[config.mk]
export PLATFORM = sky130hd
export DESIGN_NAME = timer_datapath
export DESIGN_NICKNAME = d
export VERILOG_FILES = /design/src/rtl/timer_pkg.sv /design/src/rtl/timer_tick_gen.sv /design/src/rtl/timer_datapath.sv
export SDC_FILE = /design/constraint.sdc
export NUM_CORES = 1
export LEC_CHECK = 0
export ABC_AREA = 1
export CAP_MARGIN = 20
export CORE_MARGIN = 5
export CORE_UTILIZATION = 52
export DETAILED_ROUTE_END_ITERATION = 10
export PLACE_DENSITY_LB_ADDON = 0.3
export SLEW_MARGIN = 20
export SYNTH_ARGS = -nofsm -noshare
export SYNTH_HDL_FRONTEND = slang
export SYNTH_HIERARCHICAL = 1
export SYNTH_SLANG_ARGS = --single-unit
export TNS_END_PERCENT = 5
[constraint.sdc]
create_clock -name clk -period 2.4 [get_ports clk]
set_input_delay 0.48 -clock clk [delete_from_list [all_inputs] [get_ports clk]]
set_output_delay 0.48 -clock clk [all_outputs]
set_load 0.01 [all_outputs]
[src/rtl/timer_pkg.sv]
// Shared types and helpers for the egg-timer datapath.
package timer_pkg;

    typedef logic [3:0] bcd_t;

    localparam bcd_t DIGIT_MAX    = 4'd9;
    localparam bcd_t SEC_TENS_MAX = 4'd5;

    function automatic bcd_t bcd_clamp(input bcd_t d, input bcd_t max_d);
        return (d > max_d) ? max_d : d;
    endfunction

endpackage

[src/rtl/timer_tick_gen.sv]
// Enable-gated modulo-N counter; wrap pulses in the cycle the count sits at N-1.
module timer_tick_gen #(
    parameter int N = 4
) (
    input  logic clk,
    input  logic reset,
    input  logic en,
    input  logic clr,
    output logic wrap
);

    localparam int CW = (N > 1) ? $clog2(N) : 1;
    localparam logic [CW-1:0] LAST = CW'(N - 1);

    logic [CW-1:0] cnt;

    assign wrap = en && (cnt == LAST);

    // Dropping the enable discards any partial count.
    always_ff @(posedge clk) begin
        if (reset || clr || !en) begin
            cnt <= '0;
        end else if (wrap) begin
            cnt <= '0;
        end else begin
            cnt <= cnt + 1'b1;
        end
    end

endmodule

[src/rtl/timer_datapath.sv]
// MM:SS BCD time store for the egg timer: switch loads, 1 Hz countdown, flash strobe.
module timer_datapath
    import timer_pkg::*;
#(
    parameter int TICK_DIV  = 50_000_000,
    parameter int FLASH_DIV = 25_000_000
) (
    input  logic       clk,
    input  logic       reset,
    input  logic       initValEn,
    input  logic       timeWrtEn,
    input  logic       minEn,
    input  logic       decEn,
    input  logic       flashEn,
    input  logic [7:0] valIn,
    output logic [3:0] minTens,
    output logic [3:0] minOnes,
    output logic [3:0] secTens,
    output logic [3:0] secOnes,
    output logic       isTimeFlat,
    output logic       blank
);

    logic sec_tick;
    logic flash_wrap;
    logic phase;
    bcd_t dec_mt, dec_mo, dec_st, dec_so;

    timer_tick_gen #(.N(TICK_DIV)) u_prescaler (
        .clk   (clk),
        .reset (reset),
        .en    (decEn),
        .clr   (initValEn | timeWrtEn),
        .wrap  (sec_tick)
    );

    timer_tick_gen #(.N(FLASH_DIV)) u_flash_div (
        .clk   (clk),
        .reset (reset),
        .en    (flashEn),
        .clr   (1'b0),
        .wrap  (flash_wrap)
    );

    assign isTimeFlat = (minTens == 4'd0) && (minOnes == 4'd0) &&
                        (secTens == 4'd0) && (secOnes == 4'd0);

    // One-second borrow chain; only applied when the time is not already 00:00.
    always_comb begin
        dec_mt = minTens;
        dec_mo = minOnes;
        dec_st = secTens;
        dec_so = secOnes;
        if (secOnes != 4'd0) begin
            dec_so = secOnes - 4'd1;
        end else begin
            dec_so = DIGIT_MAX;
            if (secTens != 4'd0) begin
                dec_st = secTens - 4'd1;
            end else begin
                dec_st = SEC_TENS_MAX;
                if (minOnes != 4'd0) begin
                    dec_mo = minOnes - 4'd1;
                end else begin
                    dec_mo = DIGIT_MAX;
                    dec_mt = minTens - 4'd1;
                end
            end
        end
    end

    always_ff @(posedge clk) begin
        if (reset || initValEn) begin
            minTens <= 4'd0;
            minOnes <= 4'd0;
            secTens <= 4'd0;
            secOnes <= 4'd0;
        end else if (timeWrtEn) begin
            if (minEn) begin
                minTens <= bcd_clamp(valIn[7:4], DIGIT_MAX);
                minOnes <= bcd_clamp(valIn[3:0], DIGIT_MAX);
            end else begin
                secTens <= bcd_clamp(valIn[7:4], SEC_TENS_MAX);
                secOnes <= bcd_clamp(valIn[3:0], DIGIT_MAX);
            end
        end else if (sec_tick && !isTimeFlat) begin
            minTens <= dec_mt;
            minOnes <= dec_mo;
            secTens <= dec_st;
            secOnes <= dec_so;
        end
    end

    always_ff @(posedge clk) begin
        if (reset || !flashEn) begin
            phase <= 1'b0;
        end else if (flash_wrap) begin
            phase <= ~phase;
        end
    end

    always_ff @(posedge clk) begin
        if (reset) begin
            blank <= 1'b0;
        end else begin
            blank <= flashEn & phase;
        end
    end

endmodule

## Yosys cells after proc, flatten, opt, wreduce, memory -nomap -nowiden

Cells that the tools add are included.

- Flip-flop bits (word level): 69
- Input port bits: 15
- Output and inout bits: 18
- Word-level logic and storage cells: 78

- Add/sub/neg operators: 6
- $lt $le $gt $ge: 3
- Equal/unequal tests: 7
- Mux-type cells: 24
- Bitwise operators: 3
- Reductions and logical operators: 27

Operators with widths:

| cell | number |
|---|---|
| 4-bit two-way mux | 24 |
| 26-bit by 1-bit adder with 26-bit output (second input constant) | 1 |
| 26-bit == test (second input constant) | 1 |
| 25-bit by 1-bit adder with 25-bit output (second input constant) | 1 |
| 25-bit == test (second input constant) | 1 |
| 4-bit logical NOT | 4 |
| 4-bit by 1-bit subtractor with 4-bit output (second input constant) | 4 |
| 4-bit nonzero test | 3 |
| 4-bit greater-than comparator (second input constant) | 2 |
| 2-bit inequality test (second input constant) | 4 |
| 1-bit logical AND | 6 |
| 5-bit AND reduction | 1 |
| 4-bit by 3-bit greater-than comparator with 1-bit output (second input constant) | 1 |
| 1-bit logical OR | 4 |
| 4-bit AND reduction | 1 |
| 2-bit OR reduction | 2 |
| 1-bit logical NOT | 3 |
| 3-bit AND reduction | 1 |
| 2-bit by 1-bit inequality test with 1-bit output (second input constant) | 1 |
| 2-bit AND reduction | 1 |
| 2-bit nonzero test | 1 |
| 1-bit bitwise AND | 1 |
| 1-bit NOT | 1 |
| 1-bit bitwise OR | 1 |

## Depth between registers and ports, before layout

- Depth after elaboration: 8
- Mapped depth: 13
- Mapped depth without buffers: 12

## By module

Netlist, hierarchy kept.

By module, submodules not included:

| module | instances | cells an instance | area each (um2) | seq. area each (um2) |
|---|---|---|---|---|
| timer_tick_gen at u_prescaler | 1 | 224 | 1476.4 | 520.5 |
| timer_tick_gen at u_flash_div | 1 | 207 | 1362.6 | 500.5 |
| timer_datapath | 1 | 184 | 1193.6 | 360.3 |

## Least setup slack after synthesis

OpenSTA, ideal clock, no wires.

- Kind: register to register
- Start point: register u_prescaler.cnt[0]
- End point: register minTens[1]
- Setup time: 0.070 ns
- Data arrival time: 1.618 ns
- Required time: 2.330 ns
- Path slack: 0.712 ns
- Cell stages (with the launch flop): 13
- Buffers on the path: 1
- Period minus slack after synthesis: 1.688 ns
- Cell sequence: dfxtp_1 > ha_1 > nand2_1 > nor2_4 > nand4_1 > nor2_1 > inv_1 > nor2_1 > nand2_4 > nand2_4 > buf_6 > nand3_1 > a21oi_1

- Word-level cells in the longest chain between the ends: 5

Ends and longest elaborated chain:

| item | line | RTL |
|---|---|---|
| from (decl) | timer_tick_gen.sv:15 | `logic [CW-1:0] cnt;` |
| from (signal assigned) | timer_tick_gen.sv:26 | `cnt <= cnt + 1'b1;` |
| 26-bit == test | timer_tick_gen.sv:17 | `assign wrap = en && (cnt == LAST);` |
| 1-bit logical AND | timer_tick_gen.sv:17 |  |
| net sec_tick | timer_datapath.sv:24 | `logic sec_tick;` |
| 1-bit logical AND | timer_datapath.sv:86 | `end else if (sec_tick && !isTimeFlat) begin` |
| 2-bit nonzero test (no line) | - |  |
| 5-bit AND reduction (no line) | - |  |
| to (signal assigned) | timer_datapath.sv:80 | `minTens <= bcd_clamp(valIn[7:4], DIGIT_MAX);` |
| to (signal assigned) | timer_datapath.sv:87 | `minTens <= dec_mt;` |
| to (decl) | timer_datapath.sv:16 | `output logic [3:0] minTens,` |

The timed path passes the listed nets, and every way through them passes these cells.
A chain may end at the register's enable or synchronous reset.

## Final worst setup path

- Start point: register minTens[0]
- End point: output port isTimeFlat

- Word-level cells in the longest chain between the ends: 4

Ends and longest elaborated chain:

| item | line | RTL |
|---|---|---|
| 4-bit logical NOT | timer_datapath.sv:45 | `assign isTimeFlat = (minTens == 4'd0) && (minOnes == 4'd0) &&` |
| 1-bit logical AND (2 in a row) | timer_datapath.sv:45 |  |
| 1-bit logical AND | timer_datapath.sv:46 | `(secTens == 4'd0) && (secOnes == 4'd0);` |
| to (decl) | timer_datapath.sv:20 | `output logic isTimeFlat,` |

No other way between the ends.

==> results.md <==
- Initial Util: 52.73%
- CTS Buf Count: 9
- Synth top area share: 34.25%
- RSZ-0062 raised after global routing: no
- First-pass GRT wire length: 15.47 mm
- Core Area: 0.007647 mm2
- Clock Path Buffers: 2
- Share of the clock period used by the worst path: 80.63%
- Final setup violation count: 0
- Power consumption: 2.309 mW
- Vias in the first global route: 3541
- Port-buffer cells: 32
- Placed Cells: 742
- Worst r2r dst: secOnes[2]
- Min setup slack post-route: 465.0 ps
- Area growth from synthesis to layout: 14.24%
- Setup crit end kind: primary output
- DR vias/cell: 4.955
- Total GRT Usage: 19.13%
- Max Clock Skew: 5.477 ps
- DR pass1 iterations: 5
- I/O Pins: 33
- H-tree Lvls: 3
- Hold Path Class: reg2reg
- VDD IR max: 0.0003302 V
- Clock sinks: 69
- Crit path required time: 1920 ps
- R2R cell count: 12
- Die ar.: 0.009616 mm2
- Antenna violations before repair: 0
- WL final: 8.843 mm
- Final cell count without fillers: 758
- Clk root buf: clkbuf_8
- Main synth FF type: dfxtp_1
- Antenna diodes: 0
- Post-route ant nets: 0
- Drc violations: 0
- Worst path max stage delay: 340 ps
- Post-layout util: 60.24%
- Worst path arrival time: 1460 ps
- Post-synth top cells: 163 x nand2_1, 115 x nor2_1, 72 x inv_1
- Post-Syn Area per Cell: 6.557 um2
- Grt total ovfl: 0
- Max Slew Vio Count: 0
- CTS tree: built
- Final Cell Area: 0.004607 mm2
- Most frequent cell after synthesis: nand2_1
- Die height: 98.06 um
- Smallest hold slack: 446.1 ps
- Hold_buf cts: 0
- Mapped Cells: 615
- Fillers: 709
- Critical path class: reg2out
- Reg2reg setup slack: 490 ps
- YS warnings: 6
- Startpoint Class: flip-flop
- CP max stage cell: dfxtp_1
- CP max FO: 5
- Share of the yosys chip area belonging to registers: 34.25%
- Pwr Density: 501.1 mW/mm2
- Place WS: 186.0 ps
- Async SR Flop Fraction: 0%
- P_leak: 1.692 nW
- Final TNS setup: 0 ps
- Tmin final: 1935 ps
- Worst Setup EP: isTimeFlat
- Final hold violations: 0
- FMAX: 0.5168 GHz
- Largest cells by area after synthesis: dfxtp_1 34%, nand2_1 15%, nor2_1 11%
- Area leader, netlist: dfxtp_1
- Clock latency on the worst-skew pair: 350 ps
- GPL Wtd Cong: 0.8914
- Post-CTS Setup Bufs: 0
- Initial DRC count: 179
- Cell Chain, Critical Path: inv_2 -> ha_1 -> nand2_1 -> nor2_1 -> nand2_2 -> inv_1 -> dlymetal6s2s_1
- Final Net Count: 670
- Post-synth EDFFs: 0
- FF+latch count, synth: 69
- Reg2reg start: u_prescaler/cnt[0]
- Library cells used by synthesis: 32
- Row count: 32
- Via count: 3756
- Hpwl dp: 6.657 mm
- Clk slew on worst S/H paths: 70 ps
- Placed instance area: 0.004413 mm2
- Mapped Nets: 634
- Routed length per placed instance: 11.67 um
- Share of cells above drive strength 1: 9.756%
- Resized Gates After CTS: 0
- Mapped Area: 0.004033 mm2
- Worst setup path startpoint: minTens[0]
- Max_cap viols: 0
- Die width: 98.06 um
- Pin count of the biggest net entering global routing: 27
- Status: completed
-- routing by layer --
| metal | track usage (%) | part of all wire [%] |
|---|---|---|
| met3 | 3.643 | 3.8 |
| met4 | 8.094 | 1.6 |
| met1 | 23.70 | 47 |
| met5 | 0 | 0 |
| met2 | 32.41 | 48 |
-- cells by family (layout without fill, tap and decap cells) --
| family | Yosys count | in the layout | synth area share, % |
|---|---|---|---|
| compound gates | 49 | 49 | 6.547 |
| xor+xnor | 28 | 28 | 6.081 |
| fa+ha+maj | 4 | 4 | 1.241 |
| buf+inv | 86 | 127 | 9.215 |
| flops | 69 | 69 | 34.25 |
| other cells | 1 | 1 | 0.09299 |
| simple gates | 378 | 378 | 42.57 |
-- registers in the layout (all words and copies together) (netlist names) --
signal           count
blank                1
phase                1
secOnes              4
secTens              4
u_prescaler/cnt     26
minOnes              4
u_flash_div/cnt     25
minTens              4
-- where the power goes --
part,leakage [nW],internal [mW],switching (mW)
clock,0.103,0.501,0.436
sequential,0.557,1.15,0.0130
combinational,1.03,0.0876,0.117
total,1.69,1.74,0.566
-- layout make-up --
type                            instances  area, um2  area share [%]
Inverter                               77      289.0           6.274
Timing Repair Buffer                   34      337.8           7.333
Tap cell                              102      127.6           2.770
Sequential cell                        69       1381           29.98
Multi-Input combinational cell        460       2280           49.48
Clock inverter                          5      50.05           1.086
Clock buffer                           11      141.4           3.069
-- layout by cell type (no fill, tap or decap), types with 3 or more instances in the layout --
master	n
a21boi_0	3
a21oi_1	23
clkbuf_8	10
clkdlybuf4s50_1	31
clkinv_2	4
dfxtp_1	69
ha_1	4
inv_1	71
inv_2	6
nand2_1	163
nand2_2	8
nand2_4	5
nand3_1	44
nand3_2	3
nand3b_1	3
nor2_1	115
nor2_2	9
nor2_4	13
nor3_1	4
o21ai_0	13
o21ai_1	4
o22ai_1	3
or2_2	3
xnor2_1	12
xor2_1	16
-- worst min-delay path by stage --
stage | startpoint | to | slack (ps) | cells after the start
after floorplan | u_prescaler/cnt[0] | u_prescaler/cnt[0] | 420 | 1
after global placement | u_prescaler/cnt[0] | u_prescaler/cnt[0] | 430 | 1
after detailed placement | phase | blank | 440 | 2
after CTS | phase | blank | 450 | 2
after global routing | u_flash_div/cnt[0] | u_flash_div/cnt[0] | 470 | 1
final | u_prescaler/cnt[0] | u_prescaler/cnt[0] | 450 | 1
-- worst max-delay path, delay by kind of cell, from the launching register on --
family                   cells  cell delay (ps)
flip-flops                   1              340
buffers and inverters        3              320
AND/OR/NAND/NOR              3              310
adder cells (fa/ha/maj)      1              140
Note: power is estimated with default switching activity, not from simulation.
